<file path="src/rtl/tape_pkg.sv">
// Shared types and constants for the Specialist cassette-save decoder.
// The optional inverted-polarity sync detection is controlled by TAPE_DECODER_INVERT_DETECT_EN.
package tape_pkg;

    localparam int CNT_W = 12;
    localparam logic [7:0] DEFAULT_SYNC_BYTE = 8'hE6;

    typedef enum logic [1:0] {
        ST_IDLE   = 2'd0,
        ST_LEADER = 2'd1,
        ST_SYNC   = 2'd2,
        ST_DATA   = 2'd3
    } tape_state_t;

    typedef enum logic [1:0] {
        CLS_G = 2'd0,
        CLS_S = 2'd1,
        CLS_L = 2'd2
    } iv_class_t;

    // Glitch below the first threshold, half-bit below the split, full bit otherwise.
    function automatic iv_class_t classify_interval(input logic [CNT_W-1:0] value,
                                                    input logic [CNT_W-1:0] glitch_th,
                                                    input logic [CNT_W-1:0] split_th);
        if (value < glitch_th) begin
            return CLS_G;
        end
        if (value < split_th) begin
            return CLS_S;
        end
        return CLS_L;
    endfunction

endpackage

</file>
<file path="src/rtl/tape_fifo.sv">
// Small synchronous byte FIFO with a registered head, used to buffer decoded tape bytes.
// A push and a pop in the same cycle are both honoured, even when the FIFO is full.
module tape_fifo
    import tape_pkg::*;
#(
    parameter int DEPTH = 16
) (
    input  logic       clk_sys,
    input  logic       reset,
    input  logic       push,
    input  logic [7:0] wr_data,
    input  logic       pop_req,
    output logic [7:0] head,
    output logic       empty,
    output logic       full
);

    localparam int AW = $clog2(DEPTH);
    localparam int CW = AW + 1;

    logic [7:0]    mem [DEPTH];
    logic [AW-1:0] wr_ptr;
    logic [AW-1:0] rd_ptr;
    logic [AW-1:0] rd_ptr_next;
    logic [CW-1:0] count;
    logic [CW-1:0] count_next;
    logic [CW-1:0] remain;
    logic          pop;
    logic          wr;
    logic [7:0]    head_next;

    assign full = (count == CW'(DEPTH));

    // When the FIFO drains to nothing in this cycle, the incoming byte becomes the head directly.
    always_comb begin
        pop         = pop_req && !empty;
        wr          = push && (!full || pop);
        rd_ptr_next = rd_ptr + AW'(pop);
        remain      = count - CW'(pop);
        count_next  = remain + CW'(wr);
        if (remain == '0) begin
            head_next = wr_data;
        end else begin
            head_next = mem[rd_ptr_next];
        end
    end

    always_ff @(posedge clk_sys) begin
        if (wr) begin
            mem[wr_ptr] <= wr_data;
        end
    end

    always_ff @(posedge clk_sys or posedge reset) begin
        if (reset) begin
            wr_ptr <= '0;
            rd_ptr <= '0;
            count  <= '0;
            head   <= 8'h00;
            empty  <= 1'b1;
        end else begin
            wr_ptr <= wr_ptr + AW'(wr);
            rd_ptr <= rd_ptr_next;
            count  <= count_next;
            empty  <= (count_next == '0);
            if (count_next != '0) begin
                head <= head_next;
            end
        end
    end

endmodule

</file>
<file path="src/rtl/tape_decoder.sv">
// Recovers the Manchester bit stream from the CPU tape-out bit: leader, phase lock, sync, data bytes.
// Define TAPE_DECODER_INVERT_DETECT_EN to also lock on an inverted-polarity recording.
module tape_decoder
    import tape_pkg::*;
#(
    parameter int         T_GLITCH   = 32,
    parameter int         T_SPLIT    = 600,
    parameter int         T_TIMEOUT  = 4095,
    parameter int         LEADER_MIN = 32,
    parameter logic [7:0] SYNC_BYTE  = DEFAULT_SYNC_BYTE,
    parameter int         FIFO_DEPTH = 16
) (
    input  logic        clk_sys,
    input  logic        reset,
    input  logic        ce,
    input  logic        tape_bit,
    output logic [7:0]  rd_data,
    output logic        rd_valid,
    input  logic        rd_ack,
    output logic        active,
    output logic        done,
    output logic        err,
    output logic        ovf,
    output logic [15:0] byte_cnt
);

    localparam logic [CNT_W-1:0] GLITCH_TH  = CNT_W'(T_GLITCH);
    localparam logic [CNT_W-1:0] SPLIT_TH   = CNT_W'(T_SPLIT);
    localparam logic [CNT_W-1:0] TIMEOUT_TH = CNT_W'(T_TIMEOUT);
    localparam logic [7:0]       LEADER_TH  = 8'(LEADER_MIN);

    tape_state_t      state;
    logic             prev;
    logic             edge_det;
    logic [CNT_W-1:0] cnt;
    logic             ev_valid;
    iv_class_t        ev_cls;
    logic             ev_level;
    logic [7:0]       lead;
    logic             phase_mid;
    logic [6:0]       shreg;
    logic [2:0]       bit_cnt;
    logic             emit;
    logic             data_bit;
    logic [7:0]       shift_next;
    logic             byte_push;
    logic             fifo_empty;
    logic             fifo_full;
    logic             fifo_ready;
`ifdef TAPE_DECODER_INVERT_DETECT_EN
    logic             invert;
`endif

    assign edge_det   = tape_bit ^ prev;
    assign active     = (state == ST_SYNC) || (state == ST_DATA);
    assign rd_valid   = !fifo_empty;
    assign fifo_ready = !fifo_full || (rd_ack && rd_valid);

    always_ff @(posedge clk_sys or posedge reset) begin
        if (reset) begin
            cnt <= '0;
        end else if (edge_det) begin
            cnt <= '0;
        end else if (ce && (cnt != '1)) begin
            cnt <= cnt + 1'b1;
        end
    end

    // A short edge flips phase and yields a bit when it lands mid-bit; a long edge is always mid-bit.
    always_comb begin
        emit = 1'b0;
        if (ev_valid && active) begin
            case (ev_cls)
                CLS_S:   emit = !phase_mid;
                CLS_L:   emit = phase_mid;
                default: emit = 1'b0;
            endcase
        end
`ifdef TAPE_DECODER_INVERT_DETECT_EN
        data_bit = ev_level ^ invert;
`else
        data_bit = ev_level;
`endif
        shift_next = {shreg, (state == ST_DATA) ? data_bit : ev_level};
        byte_push  = emit && (state == ST_DATA) && (bit_cnt == 3'd7);
    end

    always_ff @(posedge clk_sys or posedge reset) begin
        if (reset) begin
            state     <= ST_IDLE;
            prev      <= 1'b0;
            ev_valid  <= 1'b0;
            ev_cls    <= CLS_G;
            ev_level  <= 1'b0;
            lead      <= 8'd0;
            phase_mid <= 1'b0;
            shreg     <= 7'd0;
            bit_cnt   <= 3'd0;
            done      <= 1'b0;
            err       <= 1'b0;
            ovf       <= 1'b0;
            byte_cnt  <= 16'd0;
`ifdef TAPE_DECODER_INVERT_DETECT_EN
            invert    <= 1'b0;
`endif
        end else begin
            prev     <= tape_bit;
            ev_valid <= edge_det;
            if (edge_det) begin
                ev_cls   <= classify_interval(cnt, GLITCH_TH, SPLIT_TH);
                ev_level <= tape_bit;
            end
            done <= 1'b0;

            if (byte_push) begin
                if (fifo_ready) begin
                    byte_cnt <= byte_cnt + 16'd1;
                end else begin
                    ovf <= 1'b1;
                end
            end

            if (ev_valid) begin
                case (state)
                    ST_IDLE: begin
                        if (ev_cls == CLS_S) begin
                            lead  <= 8'd1;
                            state <= ST_LEADER;
                        end
                    end
                    ST_LEADER: begin
                        case (ev_cls)
                            CLS_S: begin
                                if (lead != 8'hFF) begin
                                    lead <= lead + 8'd1;
                                end
                            end
                            CLS_G: begin
                                lead  <= 8'd0;
                                state <= ST_IDLE;
                            end
                            default: begin
                                if (lead >= LEADER_TH) begin
                                    state     <= ST_SYNC;
                                    phase_mid <= 1'b1;
                                    shreg     <= {6'd0, ev_level};
                                    err       <= 1'b0;
                                    ovf       <= 1'b0;
                                    byte_cnt  <= 16'd0;
                                end else begin
                                    state <= ST_IDLE;
                                end
                            end
                        endcase
                    end
                    default: begin
                        if ((ev_cls == CLS_G) || ((ev_cls == CLS_L) && !phase_mid)) begin
                            err   <= 1'b1;
                            state <= ST_IDLE;
                        end else begin
                            if (ev_cls == CLS_S) begin
                                phase_mid <= !phase_mid;
                            end
                            if (emit) begin
                                shreg <= shift_next[6:0];
                                if (state == ST_SYNC) begin
                                    if (shift_next == SYNC_BYTE) begin
                                        state   <= ST_DATA;
                                        bit_cnt <= 3'd0;
                                    end
`ifdef TAPE_DECODER_INVERT_DETECT_EN
                                    else if (shift_next == ~SYNC_BYTE) begin
                                        state   <= ST_DATA;
                                        bit_cnt <= 3'd0;
                                        invert  <= 1'b1;
                                    end
`endif
                                end else begin
                                    bit_cnt <= bit_cnt + 3'd1;
                                end
                            end
                        end
                    end
                endcase
            end else if ((state != ST_IDLE) && (cnt >= TIMEOUT_TH)) begin
                state <= ST_IDLE;
                done  <= (state == ST_DATA);
            end

`ifdef TAPE_DECODER_INVERT_DETECT_EN
            if (state == ST_IDLE) begin
                invert <= 1'b0;
            end
`endif
        end
    end

    tape_fifo #(
        .DEPTH(FIFO_DEPTH)
    ) u_fifo (
        .clk_sys (clk_sys),
        .reset   (reset),
        .push    (byte_push),
        .wr_data (shift_next),
        .pop_req (rd_ack),
        .head    (rd_data),
        .empty   (fifo_empty),
        .full    (fifo_full)
    );

endmodule

</file>
<file path="config.mk">
export PLATFORM = sky130hd
export DESIGN_NAME = tape_decoder
export DESIGN_NICKNAME = d
export VERILOG_FILES = /design/src/rtl/tape_pkg.sv /design/src/rtl/tape_fifo.sv /design/src/rtl/tape_decoder.sv
export SDC_FILE = /design/constraint.sdc
export NUM_CORES = 1
export LEC_CHECK = 0
export ABC_AREA = 1
export ABC_CLOCK_PERIOD_IN_PS = 3900
export BUFFER_PORTS_ARGS = -buffer_cell sky130_fd_sc_hd__buf_2
export CORE_ASPECT_RATIO = 1.75
export CORE_MARGIN = 4
export CORE_UTILIZATION = 65
export DETAILED_ROUTE_END_ITERATION = 6
export PLACE_DENSITY = 0.83
export REMOVE_ABC_BUFFERS = 1
export SETUP_SLACK_MARGIN = 0.02
export SKIP_CTS_REPAIR_TIMING = 1
export SYNTH_ARGS = -nofsm -noshare
export SYNTH_HDL_FRONTEND = slang
export SYNTH_SLANG_ARGS = --single-unit
</file>
<file path="constraint.sdc">
create_clock -name clk_sys -period 3.9 [get_ports clk_sys]
set_clock_uncertainty 0.2 [all_clocks]
set_input_delay 0 -clock clk_sys [delete_from_list [all_inputs] [get_ports clk_sys]]
set_output_delay 0 -clock clk_sys [all_outputs]
set_load 0.05 [all_outputs]
</file>
==> flow_summary_export.csv <==
group,metric,value,unit
cts,clock_latency,0.49,ns
die,io_pins,34,
yosys,yosysTopAreaCellShare,0.395,
layout,fill_cells,1009,
critical_path,slowest_stage,"dfstp_2",
layout,layout.nets,1104,
die,start_util,0.670,
sta,drv_slew,0,
critical_path,crit_family,"simple AND/OR/NAND/NOR gates",
critical_path,path_buf_inv,1,
yosys,ys_ff_latch,207,
critical_path,cp_common_cell,"nand2_1",
place,place_congestion,1.02,
min_path,hold_depth,2,
power,combPwrFrac,0.385,
power,power_density,705,nW/um2
power,pwr-share-clk,0.245,
sta,timing.final.crit_share,0.757,
power,pwr-share-seq,0.370,
yosys,synth-compound-area-share,0.0582,
sta,slew_headroom,0.421,
route,vias,7415,
critical_path,reg2reg_slack,0.95,ns
sta,rsz0062_at_grt,"no",
cts,cts_root_buf,"clkbuf_16",
power,internal-power,4.47,mW
yosys,yosysWarnings,0,
outcome,failed_checks,"DRC, hold timing",
sta,hold_viol,1,
critical_path,path_cells,"nor2_1, ha_2, ha_1, xnor2_4, clkinv_1, nand3_1, nand3_1, nand2_1, nand2_1, nand2_1, nand2_1, nand2_1",
layout,layout_commonest_cell,"nand2_1",
yosys,synth_adder_area_share,0.0154,
cts,clk_pin_slew_worst_paths,0.07,ns
grt,antenna_found_initial,0,
route,drc,4,
outcome,status,"finished with violations",
critical_path,cp-end-kind,"flip-flop",
route,routed_wl,23.6,mm
yosys,synth.distinct_cells,46,
yosys,ys_seq_area_frac,0.599,
sta,timing.hold.ws,-0.0221,ns
sta,setup_viol,0,
route,firstDrtPassIters,7,
power,p_leak,4.56,nW
yosys,synthTopCellsByArea,"edfxtp_1 40%, dfrtp_1 20%, nand2_1 12%, nor2_1 5.3%, nand3_1 4.9%",
route,dr.first_iter.drc_count,471,
min_path,hp-class,"input pin to flip-flop",
die,core,14500,um2
min_path,holdPathEnd,"prev",
yosys,synth_xor_area_frac,0.0144,
place,portBuffers,33,
layout,final_cell_mix,"310 x nand2_1, 137 x nor2_1, 128 x edfxtp_1",
die,dieArea,17100,um2
critical_path,startpoint_type,"flip-flop",
critical_path,path_max_fanout,17,
yosys,async_reset_ff_frac,0.382,
layout,drive_gt1_frac,0.0946,
flow_run,drv_cap,0,
cts,cts_buffers,18,
yosys,synth_cells,1049,
yosys,synth_edf_count,128,
yosys,synthMuxAreaShare,0.00103,
grt,grt_overflow,0,
layout,syn2layout_area_growth,10.3,%
layout,final_cell_area,10700,um2
route,wl_per_cell,18.5,um
layout,utilization,0.738,
power,p_sw,3.09,mW
yosys,yosys.area_share.simple,0.265,
grt,grt_max_degree,66,
yosys,syn_area_per_cell,9.27,um2
power,finalPower,7.56,mW
die,rows,58,
die,dieWidth,100,um
critical_path,r2r_end,"u_fifo.head[6]",
sta,max_freq,339,MHz
die,die_h,170,um
min_path,min-delay-start,"tape_bit",
grt,grt_pass1_vias,7317,
critical_path,crit_type,"flip-flop to flip-flop",
yosys,syn_area,9720,um2
grt,grt.total_usage,0.287,
cts,cts_tree,"done",
layout,fin_cells,1279,
critical_path,reg2reg_depth,12,
yosys,synth_top_family_by_area,"simple AND/OR/NAND/NOR gates",
yosys,synthFlopType,"edfxtp_1",
critical_path,cp.arrival,3.17,ns
sta,fin_tns_setup,0,ns
grt,grt_pass1_wl,37.9,mm
cts,clock-sinks,207,
power,ir_worst_vdd,0.600,mV
critical_path,crit_path_max_incr_delay,0.54,ns
yosys,yosys.area.top_type,"edfxtp_1",
sta,worst_pin_slew,0.867,ns
layout,diodes,0,
critical_path,cp.required,4.12,ns
power,p_sw_frac,0.409,
place,dp_hpwl,16.0,mm
cts,clk_path_buf_depth,3,
place,dpl_cell_area,10100,um2
route,final_antenna_net_count,0,
critical_path,reg2reg_from,"u_fifo.empty",
cts,htree_levels,1,
place,dp.cells,1243,
sta,layout_min_cycle_time,2.95,ns
route,via_per_inst,5.80,
## per-layer routing
metal,track usage,wire [um]
met5,0,0
met4,0.182,1700
met3,0.0370,1390
met2,0.508,12100
met1,0.321,8390
## registers in the layout, summed over array words and instances (netlist names)
name	cells
u_fifo.head	8
u_fifo.empty	1
data_bit	1
cnt	12
lead	8
err	1
state	2
shreg	7
done	1
byte_cnt	16
u_fifo.count	5
prev	1
bit_cnt	3
ovf	1
u_fifo.wr_ptr	4
u_fifo.mem	128
phase_mid	1
u_fifo.rd_ptr	4
ev_valid	1
ev_cls	2
## power groups by stage
stage                     clock network [mW]  registers (mW)  logic [mW]
final                                   1.85            2.79        2.91
after global routing                    1.96            2.81        3.23
after CTS                               1.86            2.79        2.87
after detailed placement                   0            2.83        2.84
after global placement                     0            2.83        2.81
after floorplan                            0            3.00        1.74
## cell families after synthesis
logic type                 Yosys count
muxes                                1
DFF                                207
AOI/OAI and AO/OA                  104
adders and majority gates           12
and+or+nand+nor                    596
buffers and inverters              116
xor gates and xnor gates            13
## cell type report
cell class                 instances  area (um2)  area share
clock buffer                      24         515      0.0481
clock inverter                     8        97.6     0.00911
inverter                          87         328      0.0306
multi-input combinational        726        3450       0.322
sequential                       207        5820       0.543
tap                              180         225      0.0210
timing repair buffer              47         280      0.0262
## cell usage after synthesis, types with 4 or more instances
master / instances
xor2_1: 9
nand2_1: 310
buf_1: 5
clkbuf_1: 11
nor3_1: 13
nor2_1: 137
a21oi_1: 18
nand3_1: 95
dfrtp_1: 78
ha_1: 12
nand2_2: 6
clkinv_1: 4
buf_2: 13
nand4_1: 15
o21ai_0: 67
o31ai_1: 5
inv_1: 78
inv_2: 5
edfxtp_1: 128
## worst max-delay path by stage
stage / end / startpoint / cells past startpoint
finish: u_fifo.head[6] / u_fifo.empty / 12
global route: u_fifo.head[7] / u_fifo.empty / 12
CTS: u_fifo.head[3] / u_fifo.empty / 12
detailed placement: u_fifo.head[7] / u_fifo.empty / 12
global placement: u_fifo.head[7] / u_fifo.empty / 12
floorplan: u_fifo.head[0] / u_fifo.empty / 11
## through the flow
stage | hold WS, ns | setup WS, ns
after floorplan | -0.169 | 0.517
after global placement | -0.121 | 1.07
after detailed placement | -0.118 | 1.05
after CTS | -0.622 | 1.00
after global routing | -0.00791 | 0.744
final | -0.0221 | 0.946
No activity file was read; power rests on OpenSTA's default activity.
